--- src/rtl/button_pkg.sv ---
// Shared types and 25 MHz default timing constants for the button debouncer.
// Latency: n/a. Backpressure: n/a.
package button_pkg;

  typedef enum logic [1:0] {
    REP_IDLE,
    REP_DELAY,
    REP_REPEAT
  } rep_state_t;

  localparam int TICK_DIV_1MS  = 25000;
  localparam int DEBOUNCE_10MS = 10;

endpackage

--- src/rtl/debounce_channel.sv ---
// One button channel: 2-flop sync, tick-counted debounce, edge pulses, auto-repeat FSM.
// Latency: 2 sync cycles + up to DEBOUNCE_TICKS ticks. Backpressure: none, pulses are fire-and-forget.
module debounce_channel
  import button_pkg::*;
#(
  parameter int   DEBOUNCE_TICKS      = 10,
  parameter int   REPEAT_DELAY_TICKS  = 500,
  parameter int   REPEAT_PERIOD_TICKS = 150,
  parameter logic INVERT              = 1'b0
) (
  input  logic clk,
  input  logic rst,
  input  logic tick,
  input  logic button_in,
  input  logic repeat_en,
  output logic level,
  output logic press,
  output logic release_pulse,
  output logic repeat_pulse,
  output logic action
);

  localparam int DW   = $clog2(DEBOUNCE_TICKS + 1);
  localparam int RMAX = (REPEAT_DELAY_TICKS > REPEAT_PERIOD_TICKS) ?
                        REPEAT_DELAY_TICKS : REPEAT_PERIOD_TICKS;
  localparam int RW   = $clog2(RMAX + 1);

  logic          sync_meta;
  logic          sync_out;
  logic [DW-1:0] dcnt;
  logic          mismatch;
  logic          flip;
  logic          rise;
  logic          fall;

  rep_state_t    rstate;
  rep_state_t    rstate_nxt;
  logic [RW-1:0] rcnt;
  logic [RW-1:0] rcnt_nxt;
  logic [RW-1:0] rlimit;
  logic          rpt_now;

  assign mismatch = sync_out ^ level;
  assign flip     = mismatch & tick & (dcnt == DW'(DEBOUNCE_TICKS - 1));
  assign rise     = flip & sync_out;
  assign fall     = flip & ~sync_out;

  // A release landing on a repeat expiry suppresses the repeat.
  always_comb begin
    rstate_nxt = rstate;
    rcnt_nxt   = rcnt;
    rpt_now    = 1'b0;
    rlimit     = (rstate == REP_DELAY) ? RW'(REPEAT_DELAY_TICKS - 1) :
                                         RW'(REPEAT_PERIOD_TICKS - 1);
    case (rstate)
      REP_IDLE: begin
        if (press && repeat_en) begin
          rstate_nxt = REP_DELAY;
          rcnt_nxt   = '0;
        end
      end
      REP_DELAY, REP_REPEAT: begin
        if (!level || !repeat_en || fall) begin
          rstate_nxt = REP_IDLE;
          rcnt_nxt   = '0;
        end else if (tick) begin
          if (rcnt == rlimit) begin
            rpt_now    = 1'b1;
            rcnt_nxt   = '0;
            rstate_nxt = REP_REPEAT;
          end else begin
            rcnt_nxt = rcnt + RW'(1);
          end
        end
      end
      default: begin
        rstate_nxt = REP_IDLE;
        rcnt_nxt   = '0;
      end
    endcase
  end

  always_ff @(posedge clk) begin
    if (rst) begin
      sync_meta     <= 1'b0;
      sync_out      <= 1'b0;
      dcnt          <= '0;
      level         <= 1'b0;
      press         <= 1'b0;
      release_pulse <= 1'b0;
      repeat_pulse  <= 1'b0;
      action        <= 1'b0;
      rstate        <= REP_IDLE;
      rcnt          <= '0;
    end else begin
      sync_meta <= button_in ^ INVERT;
      sync_out  <= sync_meta;
      if (!mismatch) begin
        dcnt <= '0;
      end else if (tick) begin
        if (flip) begin
          level <= sync_out;
          dcnt  <= '0;
        end else begin
          dcnt <= dcnt + DW'(1);
        end
      end
      press         <= rise;
      release_pulse <= fall;
      repeat_pulse  <= rpt_now;
      action        <= rise | rpt_now;
      rstate        <= rstate_nxt;
      rcnt          <= rcnt_nxt;
    end
  end

endmodule

--- src/rtl/button_debounce_array.sv ---
// CHANNELS debounced buttons sharing one tick divider; level/press/release/repeat/action per channel.
// Latency: 2 sync cycles + (DEBOUNCE_TICKS-1)*TICK_DIV+1 .. DEBOUNCE_TICKS*TICK_DIV cycles. Backpressure: none.
module button_debounce_array
  import button_pkg::*;
#(
  parameter int                CHANNELS            = 4,
  parameter int                TICK_DIV            = TICK_DIV_1MS,
  parameter int                DEBOUNCE_TICKS      = DEBOUNCE_10MS,
  parameter int                REPEAT_DELAY_TICKS  = 500,
  parameter int                REPEAT_PERIOD_TICKS = 150,
  parameter logic [CHANNELS-1:0] INVERT_MASK       = {CHANNELS{1'b0}}
) (
  input  logic                clk,
  input  logic                rst,
  input  logic [CHANNELS-1:0] buttons_in,
  input  logic [CHANNELS-1:0] repeat_en,
  output logic [CHANNELS-1:0] level,
  output logic [CHANNELS-1:0] press,
  // "release" and "repeat" are reserved words, hence the _pulse suffix.
  output logic [CHANNELS-1:0] release_pulse,
  output logic [CHANNELS-1:0] repeat_pulse,
  output logic [CHANNELS-1:0] action
);

  localparam int TW = (TICK_DIV > 1) ? $clog2(TICK_DIV) : 1;

  logic [TW-1:0] div_cnt;
  logic          tick;

  assign tick = (div_cnt == TW'(TICK_DIV - 1));

  always_ff @(posedge clk) begin
    if (rst || tick) begin
      div_cnt <= '0;
    end else begin
      div_cnt <= div_cnt + TW'(1);
    end
  end

  for (genvar i = 0; i < CHANNELS; i++) begin : g_ch
    debounce_channel #(
      .DEBOUNCE_TICKS      (DEBOUNCE_TICKS),
      .REPEAT_DELAY_TICKS  (REPEAT_DELAY_TICKS),
      .REPEAT_PERIOD_TICKS (REPEAT_PERIOD_TICKS),
      .INVERT              (INVERT_MASK[i])
    ) u_ch (
      .clk           (clk),
      .rst           (rst),
      .tick          (tick),
      .button_in     (buttons_in[i]),
      .repeat_en     (repeat_en[i]),
      .level         (level[i]),
      .press         (press[i]),
      .release_pulse (release_pulse[i]),
      .repeat_pulse  (repeat_pulse[i]),
      .action        (action[i])
    );
  end

endmodule
--- config.mk ---
export PLATFORM = sky130hd
export DESIGN_NAME = button_debounce_array
export DESIGN_NICKNAME = d
export VERILOG_FILES = /design/src/rtl/button_pkg.sv /design/src/rtl/debounce_channel.sv /design/src/rtl/button_debounce_array.sv
export SDC_FILE = /design/constraint.sdc
export NUM_CORES = 1
export LEC_CHECK = 0
export ABC_AREA = 1
export CAP_MARGIN = 10
export CORE_AREA = 2 2 99 101
export DETAILED_ROUTE_END_ITERATION = 16
export DIE_AREA = 0 0 101 103
export GPL_TIMING_DRIVEN = 0
export PLACE_DENSITY = 0.78
export SYNTH_ARGS = -nofsm -noshare
export SYNTH_HDL_FRONTEND = slang
export SYNTH_SLANG_ARGS = --single-unit
--- constraint.sdc ---
create_clock -name clk -period 2.19 [get_ports clk]
set_clock_uncertainty 0.15 [all_clocks]
set_input_delay 0.438 -clock clk [delete_from_list [all_inputs] [get_ports clk]]
set_output_delay 0.438 -clock clk [all_outputs]
set_load 0.02 [all_outputs]
# After elaboration in Yosys (flattened, before gate mapping)
# Cells that the tools add are included.
# classes
n_mux	64
n_eq_ne	29
reduce_logical	45
bitwise_logic	32
n_addsub	9
# ops
cell	count
9-bit two-way mux	20
9-bit case mux with 2 select lines	4
9-bit by 1-bit adder with 9-bit output, second input constant	4
9-bit == test	4
2-bit two-way mux	16
3-bit AND reduction	8
4-bit by 1-bit adder with 4-bit output, second input constant	4
1-bit bitwise AND	16
4-bit == test, second input constant	4
1-bit two-way mux	16
4-bit two-way mux	4
2-bit case mux with 2 select lines	4
2-bit OR reduction	8
15-bit by 1-bit adder with 15-bit output, second input constant	1
15-bit == test, second input constant	1
3-bit by 1-bit != test with 1-bit output, second input constant	5
1-bit logical OR	9
3-bit by 2-bit != test with 1-bit output, second input constant	3
2-bit by 1-bit == test with 1-bit output, second input constant	4
2-bit == test, second input constant	4
1-bit logical NOT	8
2-bit logical NOT	4
2-bit by 1-bit != test with 1-bit output, second input constant	4
1-bit inverter	8
other kinds (4)	16
# totals
regBits	103

# Logic depth before layout (Yosys ltp)
# Gate-level depths: netlist (run 1).
# logic_depth
ltp_word	8
mapped_depth	14

# Hierarchy
# A second synthesis (run 1) with hierarchy kept.
# hier_totals
hier_cells	839
hier_area_um2	5820.6
# by_module_without_submodules
mod	cells_per_inst	seq_area_each_um2	instances	area_per_inst_um2
debounce_channel	177	440.4	4	1241.2
button_debounce_array	131	300.3	1	855.8

# Worst setup path after synthesis (run 1)
# OpenSTA, ideal clock, no wires.
# synth_path
path_type	register to register
startpoint	reg div_cnt[0]
endpoint	reg g_ch[0].u_ch.rcnt[0]
path_slack_ns	0.350
arrival_ns	1.577
setup_time_ns	0.113
n_path_buf	1
path_stages_with_launch	12
required_ns	1.927
cell_sequence	dfxtp_1 -> ha_1 -> nand2_1 -> nor2_1 -> nand2_2 -> nor2_8 -> nand3_4 -> nand4_2 -> nand2_2 -> buf_6 -> o21ai_1 -> nor2_1
# synth_between
elab_chain_cells	7
# synth_rtl
item	line	rtl
start, declared	button_debounce_array.sv:27	logic [TW-1:0] div_cnt;
start signal, assigned	button_debounce_array.sv:36	div_cnt <= div_cnt + TW'(1);
15-bit == test *	button_debounce_array.sv:30	assign tick = (div_cnt == TW'(TICK_DIV - 1));
1-bit bitwise AND (2 in series)	debounce_channel.sv:44	assign flip = mismatch & tick & (dcnt == DW'(DEBOUNCE_TICKS - 1));
1-bit bitwise AND	debounce_channel.sv:46	assign fall = flip & ~sync_out;
1-bit logical OR	debounce_channel.sv:63	if (!level || !repeat_en || fall) begin
9-bit two-way mux / 3-bit by 1-bit != test with 1-bit output (equally long branches)	-	
9-bit case mux with 2 select lines / 2-bit AND reduction (equally long branches)	-	
end signal, assigned	debounce_channel.sv:113	rcnt <= rcnt_nxt;
end, declared	debounce_channel.sv:38	logic [RW-1:0] rcnt;
# Mark *: on every way between the ends. The rest lies on a longest branch, timed or not.
# A chain may end at the register's enable or synchronous reset.

# Final worst setup path (run 1)
# layout_path
startpoint	reg g_ch[2].u_ch.level
endpoint	out level[2]
# layout_rtl
item	line	rtl
start, declared	debounce_channel.sv:16	output logic level,
start signal, assigned	debounce_channel.sv:102	level <= sync_out;
end, declared	button_debounce_array.sv:17	output logic [CHANNELS-1:0] level,
# No word-level cell between the ends.

==> results.toml, run 1 <==
[logic_synthesis]
netlist_instances = 776
yosys_warnings = 0
seq_area_frac_synth = 0.376
yosys.area.top_type_share = 0.376
ys_seq_elements = 103
synth_top_area_cell = "dfxtp_1"
ys_top_cells_by_area = "dfxtp_1 (38%), nor2_1 (12%), nand2_1 (8.7%), inv_1 (7.0%), ha_1 (5.7%)"
avgSynthCellArea_um2 = 7.07
synth_area_mm2 = 0.00548
syn_nets = 811
synth_cell_type_count = 39

[clock_network]
numCtsBuffers = 9
cts-root-buf = "clkbuf_8"
cts_tree = "done"
clkLatencyLatePin_ns = 0.39
clkTransAtPathRegs_ns = 0.10
htree_levels = 3
cts_max_path_buffers = 2
clock-sinks = 103

[critical_path]
rr_worst_depth = 11
start_kind = "flop"
end_kind = "primary output"
cp_num_cells = 2
r2r_slack_ns = 0.16
crit_family = "buffers and inverters"
startpoint = "g_ch[2].u_ch.level"
r2r-start = "div_cnt[0]"
r2r-end = "g_ch[3].u_ch.rcnt[6]"
crit_end = "level[2]"
cpMaxStageDelayCell = "clkdlybuf4s50_1"
path_cells = "buf_4, clkdlybuf4s50_1"
crit_required_ns = 1.60
max_stage_delay_ns = 0.59
crit_buf_inv = 2
cp_data_arrival_time_ns = 1.54
critPathMaxFanout = 4
worstSetupPathType = "flop to primary output"

[outcome]
status = "complete, no violations"

[floorplan]
die_w_um = 101
std_cell_rows = 36
die_h_um = 103
dieArea_mm2 = 0.0104
boundaryPins = 30
initial_core_util = 0.580
core_area_mm2 = 0.00946

[grt]
antenna_found_initial = 0
globalRoute.totalOverflow = 0
grt_max_degree = 19
grt_pass1_vias = 4314
grt_usage = 0.226
grt_pass1_wl_um = 18900

[sta]
setup_violations = 0
clock.fmax_ghz = 0.470
worst_pin_slew_ns = 0.637
relSlewSlack = 0.575
hold_violations = 0
rsz0062_at_grt = "false"
post-route-period-util = 0.972
setup_tns_ns = 0
finalMaxSlewViolations = 0
fin_crit_ns = 2.13

[finish]
n_antenna_cell = 0
final_util = 0.652
stdcell_count = 935
syn_to_final_growth_pct = 12.5
drive_gt1_frac = 0.0999
nNetsFinal = 851

[routing]
via_count = 4779
ant_nets = 0
finalWirelength_um = 11500
wl_per_cell_um = 12.3
drc = 0
dr.first_iter.drc_count = 277
viasPerCell = 5.11
firstDrtPassIters = 5

[place]
dp_hpwl_um = 8500
gp_congestion = 0.900
dp_cells = 918
port_buffers = 28

[worst_hold_path]
hold_class = "flop to flop"

[power_and_ir_drop]
ir_drop_uv = 474
powerDensity_mw_per_mm2 = 512
p_leak_nw = 2.55
total_power_mw = 3.16

[run]
cap_violations = 0
-- routing by layer --
| metal | vias up | GRT usage | routed length (um) |
|---|---|---|---|
| met3 | 12 | 0.0441 | 483 |
| met5 | - | 0 | 0 |
| met1 | 2183 | 0.277 | 5200 |
| li1 | 2503 | - | - |
| met2 | 81 | 0.398 | 5640 |
| met4 | 0 | 0.0811 | 145 |
-- synthesized netlist by cell type, drive strengths merged --
| master | number |
|---|---|
| o21bai | 3 |
| buf | 27 |
| o21ai | 35 |
| clkbuf | 5 |
| ha | 25 |
| nor2 | 172 |
| nor4 | 1 |
| clkinv | 1 |
| or2 | 3 |
| nor3b | 4 |
| a211oi | 3 |
| xnor2 | 13 |
| nor3 | 17 |
| o21a | 1 |
| nand3 | 53 |
| a21oi | 34 |
| nand3b | 2 |
| inv | 109 |
| dfxtp | 103 |
| a21boi | 1 |
| xor2 | 17 |
| nand2 | 132 |
| nor2b | 1 |
| o211ai | 4 |
| nand4 | 10 |
-- worst min-delay path by stage --
stage	depth (start not counted)	slack [ns]	startpoint	endpoint
2_1_floorplan	2	0.24	g_ch[0].u_ch.sync_meta	g_ch[0].u_ch.sync_out
3_3_place_gp	2	0.24	g_ch[1].u_ch.sync_meta	g_ch[1].u_ch.sync_out
3_5_place_dp	2	0.25	g_ch[3].u_ch.sync_meta	g_ch[3].u_ch.sync_out
4_1_cts	2	0.26	g_ch[3].u_ch.sync_meta	g_ch[3].u_ch.sync_out
5_1_grt	2	0.29	g_ch[0].u_ch.sync_meta	g_ch[0].u_ch.sync_out
6_report	2	0.26	g_ch[3].u_ch.sync_meta	g_ch[3].u_ch.sync_out
-- through the flow --
stage               cell area (um2)  worst slack [ns]  hold WS, ns
CTS                            6100           0.00645        0.265
global route                   6170          0.000913        0.286
detailed placement             5910           -0.0541        0.246
finish                         6170            0.0617        0.263
floorplan                      5480             0.350        0.238
global placement               5910           -0.0470        0.242
-- sequential cells by signal, indices dropped and copies added, names as in the netlist, 8 cells and up --
| name | cells |
|---|---|
| div_cnt | 15 |
| g_ch.u_ch.rstate | 8 |
| g_ch.u_ch.rcnt | 36 |
| g_ch.u_ch.dcnt | 16 |
-- cells by family after synthesis --
group,share of synthesized area
AO/OA/AOI/OAI,0.0808
adder cells (fa/ha/maj),0.0570
flip-flops,0.376
AND/OR/NAND/NOR,0.321
XOR/XNOR,0.0479
buffers and inverters,0.117
-- worst reg2reg max path, cell delays in order, from the launching register on --
cell and delay (ns):
dfxtp_4 0.38, ha_4 0.15, nand2_1 0.06, nor2_2 0.14
nand2_2 0.10, nor2_8 0.24, nand3_4 0.15, nand3_2 0.14
nand2_2 0.09, buf_6 0.15, o21ai_1 0.13, nor2_1 0.06
-- cells in the final DEF (no fill, tap or decap), types with 5 or more instances in the layout --
cell type | Yosys | routed
clkdlybuf4s50_1 | 0 | 28
ha_1 | 25 | 24
a21oi_1 | 34 | 34
dfxtp_1 | 103 | 100
nand2_2 | 4 | 5
nand4_1 | 9 | 9
nand3_1 | 42 | 40
clkbuf_1 | 5 | 5
o21ai_0 | 19 | 19
nor3_1 | 16 | 16
nand2_1 | 127 | 126
nand3_4 | 3 | 7
nand3_2 | 8 | 6
inv_2 | 6 | 6
inv_1 | 103 | 103
buf_4 | 21 | 22
xnor2_1 | 13 | 13
xor2_1 | 17 | 17
clkbuf_8 | 0 | 10
nor2_1 | 170 | 169
o21ai_1 | 14 | 13
-- cell type report --
| type | count | area [um2] |
|---|---|---|
| timing repair buffer | 29 | 288 |
| clock buffer | 10 | 138 |
| buffer | 32 | 229 |
| multi-input combinational | 531 | 2840 |
| inverter | 110 | 414 |
| clock inverter | 6 | 50.0 |
| fill | 853 | 3290 |
| tap | 114 | 143 |
| sequential | 103 | 2070 |
-- what timing repair did --
item / CTS / global route
gates cloned: 0 / 0
resized for setup: 1 / 15
buffers inserted: 0 / 1
endpoints found under the setup margin: 1 / 71
hold buffers: 0 / 0
pin swaps: 0 / 3
-- power breakdown --
group	switching (mW)	total (mW)	internal, mW
Combinational	0.0559	0.0912	0.0353
Clock	0.715	1.17	0.459
Sequential	0.00967	1.89	1.88
Power figures use the tool's default switching activity.
==> inputs of run 2 (changes only) <==
==> constraint.sdc (replaced) <==
create_clock -name clk -period 2.19 [get_ports clk]
set_clock_uncertainty 0.15 [all_clocks]
set_input_delay 0.5475 -clock clk [delete_from_list [all_inputs] [get_ports clk]]
set_output_delay 0.5475 -clock clk [all_outputs]
set_load 0.02 [all_outputs]
==> run 2 against run 1 <==
Sequential share of layout area about the same; final cell count unchanged; global-route usage unchanged; critical path depth unchanged; largest cell class unchanged.
==> results.toml, run 2 (synthesis results as in run 1) <==
[clock_network]
hold_buffers = 0
cts_max_path_buffers = 2
clock-sinks = 103
htree_levels = 3
clkLatencyLatePin_ns = 0.39
numCtsBuffers = 9
clkTransAtPathRegs_ns = 0.10
cts_tree = "done"
cts-root-buf = "clkbuf_8"

[finish]
n_antenna_cell = 0
nNetsFinal = 851
stdcell_count = 935
largest_register = "g_ch.u_ch.rcnt"
layout_commonest_cell = "nor2_1"
reg_top3 = "g_ch.u_ch.rcnt x36, g_ch.u_ch.dcnt x16, div_cnt x15"
syn_to_final_growth_pct = 12.6
drive_gt1_frac = 0.104
layout_common_cells = "nor2_1 (169), nand2_1 (126), inv_1 (103), dfxtp_1 (98), nand3_1 (40)"
largest_reg_flops = 36
seq_area_mm2 = 0.00207
multiInputGateArea_mm2 = 0.00284
nFillCells = 851

[critical_path]
start_kind = "flop"
cp_data_arrival_time_ns = 1.42
crit_required_ns = 1.49
crit_buf_inv = 2
max_stage_delay_ns = 0.62
cpMaxStageDelayCell = "clkdlybuf4s50_1"
worstSetupPathType = "flop to primary output"
end_kind = "primary output"
crit_family = "buffers and inverters"
critPathMaxFanout = 1
path_cells = "buf_4, clkdlybuf4s50_1"

[floorplan]
die_h_um = 103
boundaryPins = 30
initial_core_util = 0.580
die_w_um = 101
dieArea_mm2 = 0.0104
core_area_mm2 = 0.00946
std_cell_rows = 36

[grt]
grt_max_degree = 19
globalRoute.totalOverflow = 0
grt_usage = 0.226
grt_pass1_vias = 4310
antenna_found_initial = 0
grt_pass1_wl_um = 18900

[routing]
via_count = 4758
drc = 0
finalWirelength_um = 11500
viasPerCell = 5.09
wl_per_cell_um = 12.3
ant_nets = 0
dr.first_iter.drc_count = 258
firstDrtPassIters = 5

[sta]
relSlewSlack = 0.585
finalMaxSlewViolations = 0
fin_crit_ns = 2.12
setup_violations = 0
rsz0062_at_grt = "false"
worst_pin_slew_ns = 0.622
post-route-period-util = 0.968
setup_tns_ns = 0
fin_ws_ns = 0.0696
clock.fmax_ghz = 0.472
hold_violations = 0

[power_and_ir_drop]
powerDensity_mw_per_mm2 = 511
ir_drop_uv = 476
p_leak_nw = 2.61

[worst_hold_path]
hold_class = "flop to flop"

[place]
dp_cells = 918
post-place-ws_ns = -0.164
dp_hpwl_um = 8500
gp_congestion = 0.900
port_buffers = 28

[outcome]
status = "complete, no violations"

[run]
cap_violations = 0
[run 2: where the power goes]
part / internal, mW / switching [mW] / leakage, nW
Clock: 0.459 / 0.714 / 0.0899
Combinational: 0.0352 / 0.0554 / 1.69
Sequential: 1.88 / 0.00970 / 0.834
[run 2: final cells by class]
cell class | instances | area share
buffer | 32 | 0.0371
clock buffer | 10 | 0.0223
clock inverter | 6 | 0.00810
inverter | 110 | 0.0671
multi-input combinational | 531 | 0.460
sequential | 103 | 0.335
tap | 114 | 0.0231
timing repair buffer | 29 | 0.0472
[run 2: stage by stage]
stage | hold slack, ns | util | cell area (um2) | power, mW
2_1_floorplan | 0.238 | - | 5480 | 1.99
3_3_place_gp | 0.242 | 0.624 | 5910 | 2.02
3_5_place_dp | 0.246 | 0.624 | 5910 | 2.02
4_1_cts | 0.265 | 0.645 | 6100 | 3.17
5_1_grt | 0.286 | 0.653 | 6180 | 3.26
6_report | 0.264 | 0.653 | 6180 | 3.16
[run 2: what timing repair did]
action	CTS	global route
buffers inserted	0	1
gates resized for setup	6	17
endpoints found under the setup margin	5	73
pin swaps	0	3
[run 2: worst paths after layout]
path                     startpoint               endpoint  slack, ns  cells past startpoint
max             g_ch[3].u_ch.action              action[3]       0.07                      2
min reg2reg  g_ch[3].u_ch.sync_meta  g_ch[3].u_ch.sync_out       0.26                      2
max reg2reg              div_cnt[0]   g_ch[3].u_ch.rcnt[6]       0.15                     11
min          g_ch[3].u_ch.sync_meta  g_ch[3].u_ch.sync_out       0.26                      2
[run 2: layer usage]
| layer | vias up | track usage | part of all wire |
|---|---|---|---|
| li1 | 2497 | - | - |
| met2 | 71 | 0.398 | 0.49 |
| met1 | 2176 | 0.277 | 0.46 |
| met5 | - | 0 | 0 |
| met4 | 0 | 0.0811 | 0.013 |
| met3 | 14 | 0.0441 | 0.038 |
[run 2: worst register-to-register path, stage by stage (launching register included)]
cell	delay (ns)
dfxtp_4	0.38
ha_4	0.15
nand2_1	0.06
nor2_2	0.14
nand2_2	0.10
nor2_8	0.24
nand3_4	0.16
nand3_2	0.14
nand2_2	0.09
buf_6	0.15
o21ai_1	0.13
nor2_1	0.06
==> inputs of run 3 (changes only) <==
- ABC_AREA: 1 -> not set
- CORE_AREA: 2 2 99 101 -> 2 2 98 100
- DIE_AREA: 0 0 101 103 -> 0 0 100 102
- PLACE_DENSITY: 0.78 -> 0.77
- REMOVE_ABC_BUFFERS: not set -> 1
==> run 3 against run 2 <==
Area after synthesis decreased by 3.3%; die area fell by 2.0%; via count decreased by 7.0%; synthesized cell count shrank 25%; clock power up 17%; largest cell class unchanged; highest routed layer unchanged.
==> results.toml, run 3 <==
[power_and_ir_drop]
p_leak_nw = 2.10
ir_drop_uv = 322
powerDensity_mw_per_mm2 = 559

[routing]
via_count = 4424
firstDrtPassIters = 6
dr.first_iter.drc_count = 238
drc = 0
finalWirelength_um = 12000
ant_nets = 0
wl_per_cell_um = 16.4
viasPerCell = 6.06

[critical_path]
critPathMaxFanout = 5
end_kind = "flop"
crit_required_ns = 2.32
start_kind = "flop"
worstSetupPathType = "flop to flop"
cp_data_arrival_time_ns = 2.31

[finish]
final_util = 0.684
syn_to_final_growth_pct = 17.5
layout_common_cells = "dfxtp_1 (99), nand2_1 (59), nor2_1 (45), clkdlybuf4s50_1 (25), nand2b_1 (21)"
layout_commonest_cell = "dfxtp_1"
nFillCells = 706
drive_gt1_frac = 0.189
finalInstanceArea_mm2 = 0.00623
largest_reg_flops = 36
largest_register = "g_ch.u_ch.rcnt"
seq_area_mm2 = 0.00207
reg_top3 = "g_ch.u_ch.rcnt x36, g_ch.u_ch.dcnt x16, div_cnt x15"
nNetsFinal = 650
n_antenna_cell = 0
multiInputGateArea_mm2 = 0.00327

[clock_network]
cts_tree = "done"
htree_levels = 3
clkTransAtPathRegs_ns = 0.09
cts-root-buf = "clkbuf_8"
clkLatencyLatePin_ns = 0.37
clock-sinks = 103
cts_max_path_buffers = 2
numCtsBuffers = 9

[grt]
grt_pass1_vias = 4072
use_met2 = 0.388
grt_max_degree = 48
grt_util_met1 = 0.277
globalRoute.totalOverflow = 0
grt_pass1_wl_um = 18600
grt_usage = 0.224
antenna_found_initial = 0
globalRouteMet3Util = 0.0492
grt-busiest-layer = "met2"

[place]
gp_congestion = 0.844
port_buffers = 29
place_area_mm2 = 0.00548
dp_hpwl_um = 7030

[floorplan]
die_h_um = 102
dieArea_mm2 = 0.0102
core_area_mm2 = 0.00911
initial_core_util = 0.582
boundaryPins = 30
std_cell_rows = 35
die_w_um = 100

[logic_synthesis]
avgSynthCellArea_um2 = 9.07
yosys.area.top_type_share = 0.389
async_reset_ff_frac = 0
ys_top_cells_by_area = "dfxtp_1 (39%), ha_1 (5.9%), nand2_1 (4.2%), nor2_1 (3.2%), buf_4 (3.1%)"
seq_area_frac_synth = 0.389
yosys_warnings = 0
netlist_instances = 585
synth_cell_type_count = 55
synth_area_mm2 = 0.00530
synth_common_cells = "dfxtp_1 (103), nand2_1 (59), nor2_1 (45), ha_1 (25)"
ys.flop_type = "dfxtp_1"
synth_edf_count = 0
synth_most_common_cell = "dfxtp_1"
ys_seq_elements = 103
synth_top_area_cell = "dfxtp_1"

[worst_hold_path]
hold_class = "flop to flop"

[run]
cap_violations = 0

[sta]
finalMaxSlewViolations = 0
worst_pin_slew_ns = 0.924
rsz0062_at_grt = "true"
hold_violations = 0
setup_tns_ns = 0
fin_crit_ns = 2.18
setup_violations = 0
clock.fmax_ghz = 0.458
post-route-period-util = 0.997
relSlewSlack = 0.384

[outcome]
status = "complete, no violations"
## run 3: cell types whose count changed after synthesis, sizes merged, moves of 17 or more
cell,previous run,this run
inv,109,17
nor2,172,46
nand3,53,20
and2,0,17
nand2b,0,22
o21ai,35,18
nand2,132,59
## run 3: layout make-up
type,count,share of cell area
Tap cell,111,0.0223
Multi-Input combinational cell,435,0.524
Sequential cell,103,0.332
Clock buffer,12,0.0265
Inverter,17,0.0102
Clock inverter,3,0.0104
Timing Repair Buffer,49,0.0747
## run 3: per-layer routing
metal / part of all wire / up-vias / wire (um)
li1: - / 2164 / -
met1: 0.43 / 2139 / 5200
met2: 0.51 / 98 / 6080
met5: 0 / - / 0
met3: 0.042 / 23 / 507
met4: 0.018 / 0 / 212
## run 3: metrics by stage
step	instances	setup slack, ns	power (mW)	hold slack (ns)
floorplan	549	0.0986	2.07	0.263
global placement	689	-1.36	2.13	0.274
detailed placement	689	-0.313	2.13	0.275
CTS	709	0.00138	3.48	0.296
global route	730	-0.0657	3.59	0.311
finish	730	0.00672	3.48	0.291
## run 3: path summary, 6_finish.rpt
path / cells past startpoint / slack (ns) / endpoint / from
setup / recovery: 7 / 0.007 / g_ch[3].u_ch.rstate[0] / g_ch[3].u_ch.rstate[1]
hold / removal: 1 / 0.29 / g_ch[2].u_ch.sync_out / g_ch[2].u_ch.sync_meta
setup reg to reg: 7 / 0.007 / g_ch[3].u_ch.rstate[0] / g_ch[3].u_ch.rstate[1]
hold reg to reg: 1 / 0.29 / g_ch[2].u_ch.sync_out / g_ch[2].u_ch.sync_meta
## run 3: cells by family (layout without fill, tap and decap cells)
group                      Yosys count  after routing  synth area share
AOI/OAI and AO/OA                  110            113             0.154
xor gates and xnor gates            25             25            0.0413
adders and majority gates           25             25            0.0590
buffers and inverters               53             81            0.0592
DFF                                103            103             0.389
muxes                                6              6            0.0113
and+or+nand+nor                    263            266             0.287
## run 3: worst max-delay path, stage by stage (launching register included)
cell	delay (ns)
dfxtp_2	0.36
inv_2	0.06
ha_4	0.15
or4b_4	0.52
nor3_4	0.27
o21ai_4	0.12
a2111o_1	0.39
o31ai_2	0.07
## run 3: what timing repair did
item	4_1_cts	5_1_grt
setup endpoints to repair	65	47
hold endpoints to repair	0	0
buffers inserted	2	18
hold buffers	0	0
cloned	3	3
pin swaps	3	20
gates resized for setup	12	54
## run 3: power breakdown
part | internal (mW) | total, mW | switching [mW]
Clock | 0.730 | 1.37 | 0.636
Sequential | 1.89 | 1.91 | 0.0195
Combinational | 0.0796 | 0.202 | 0.123
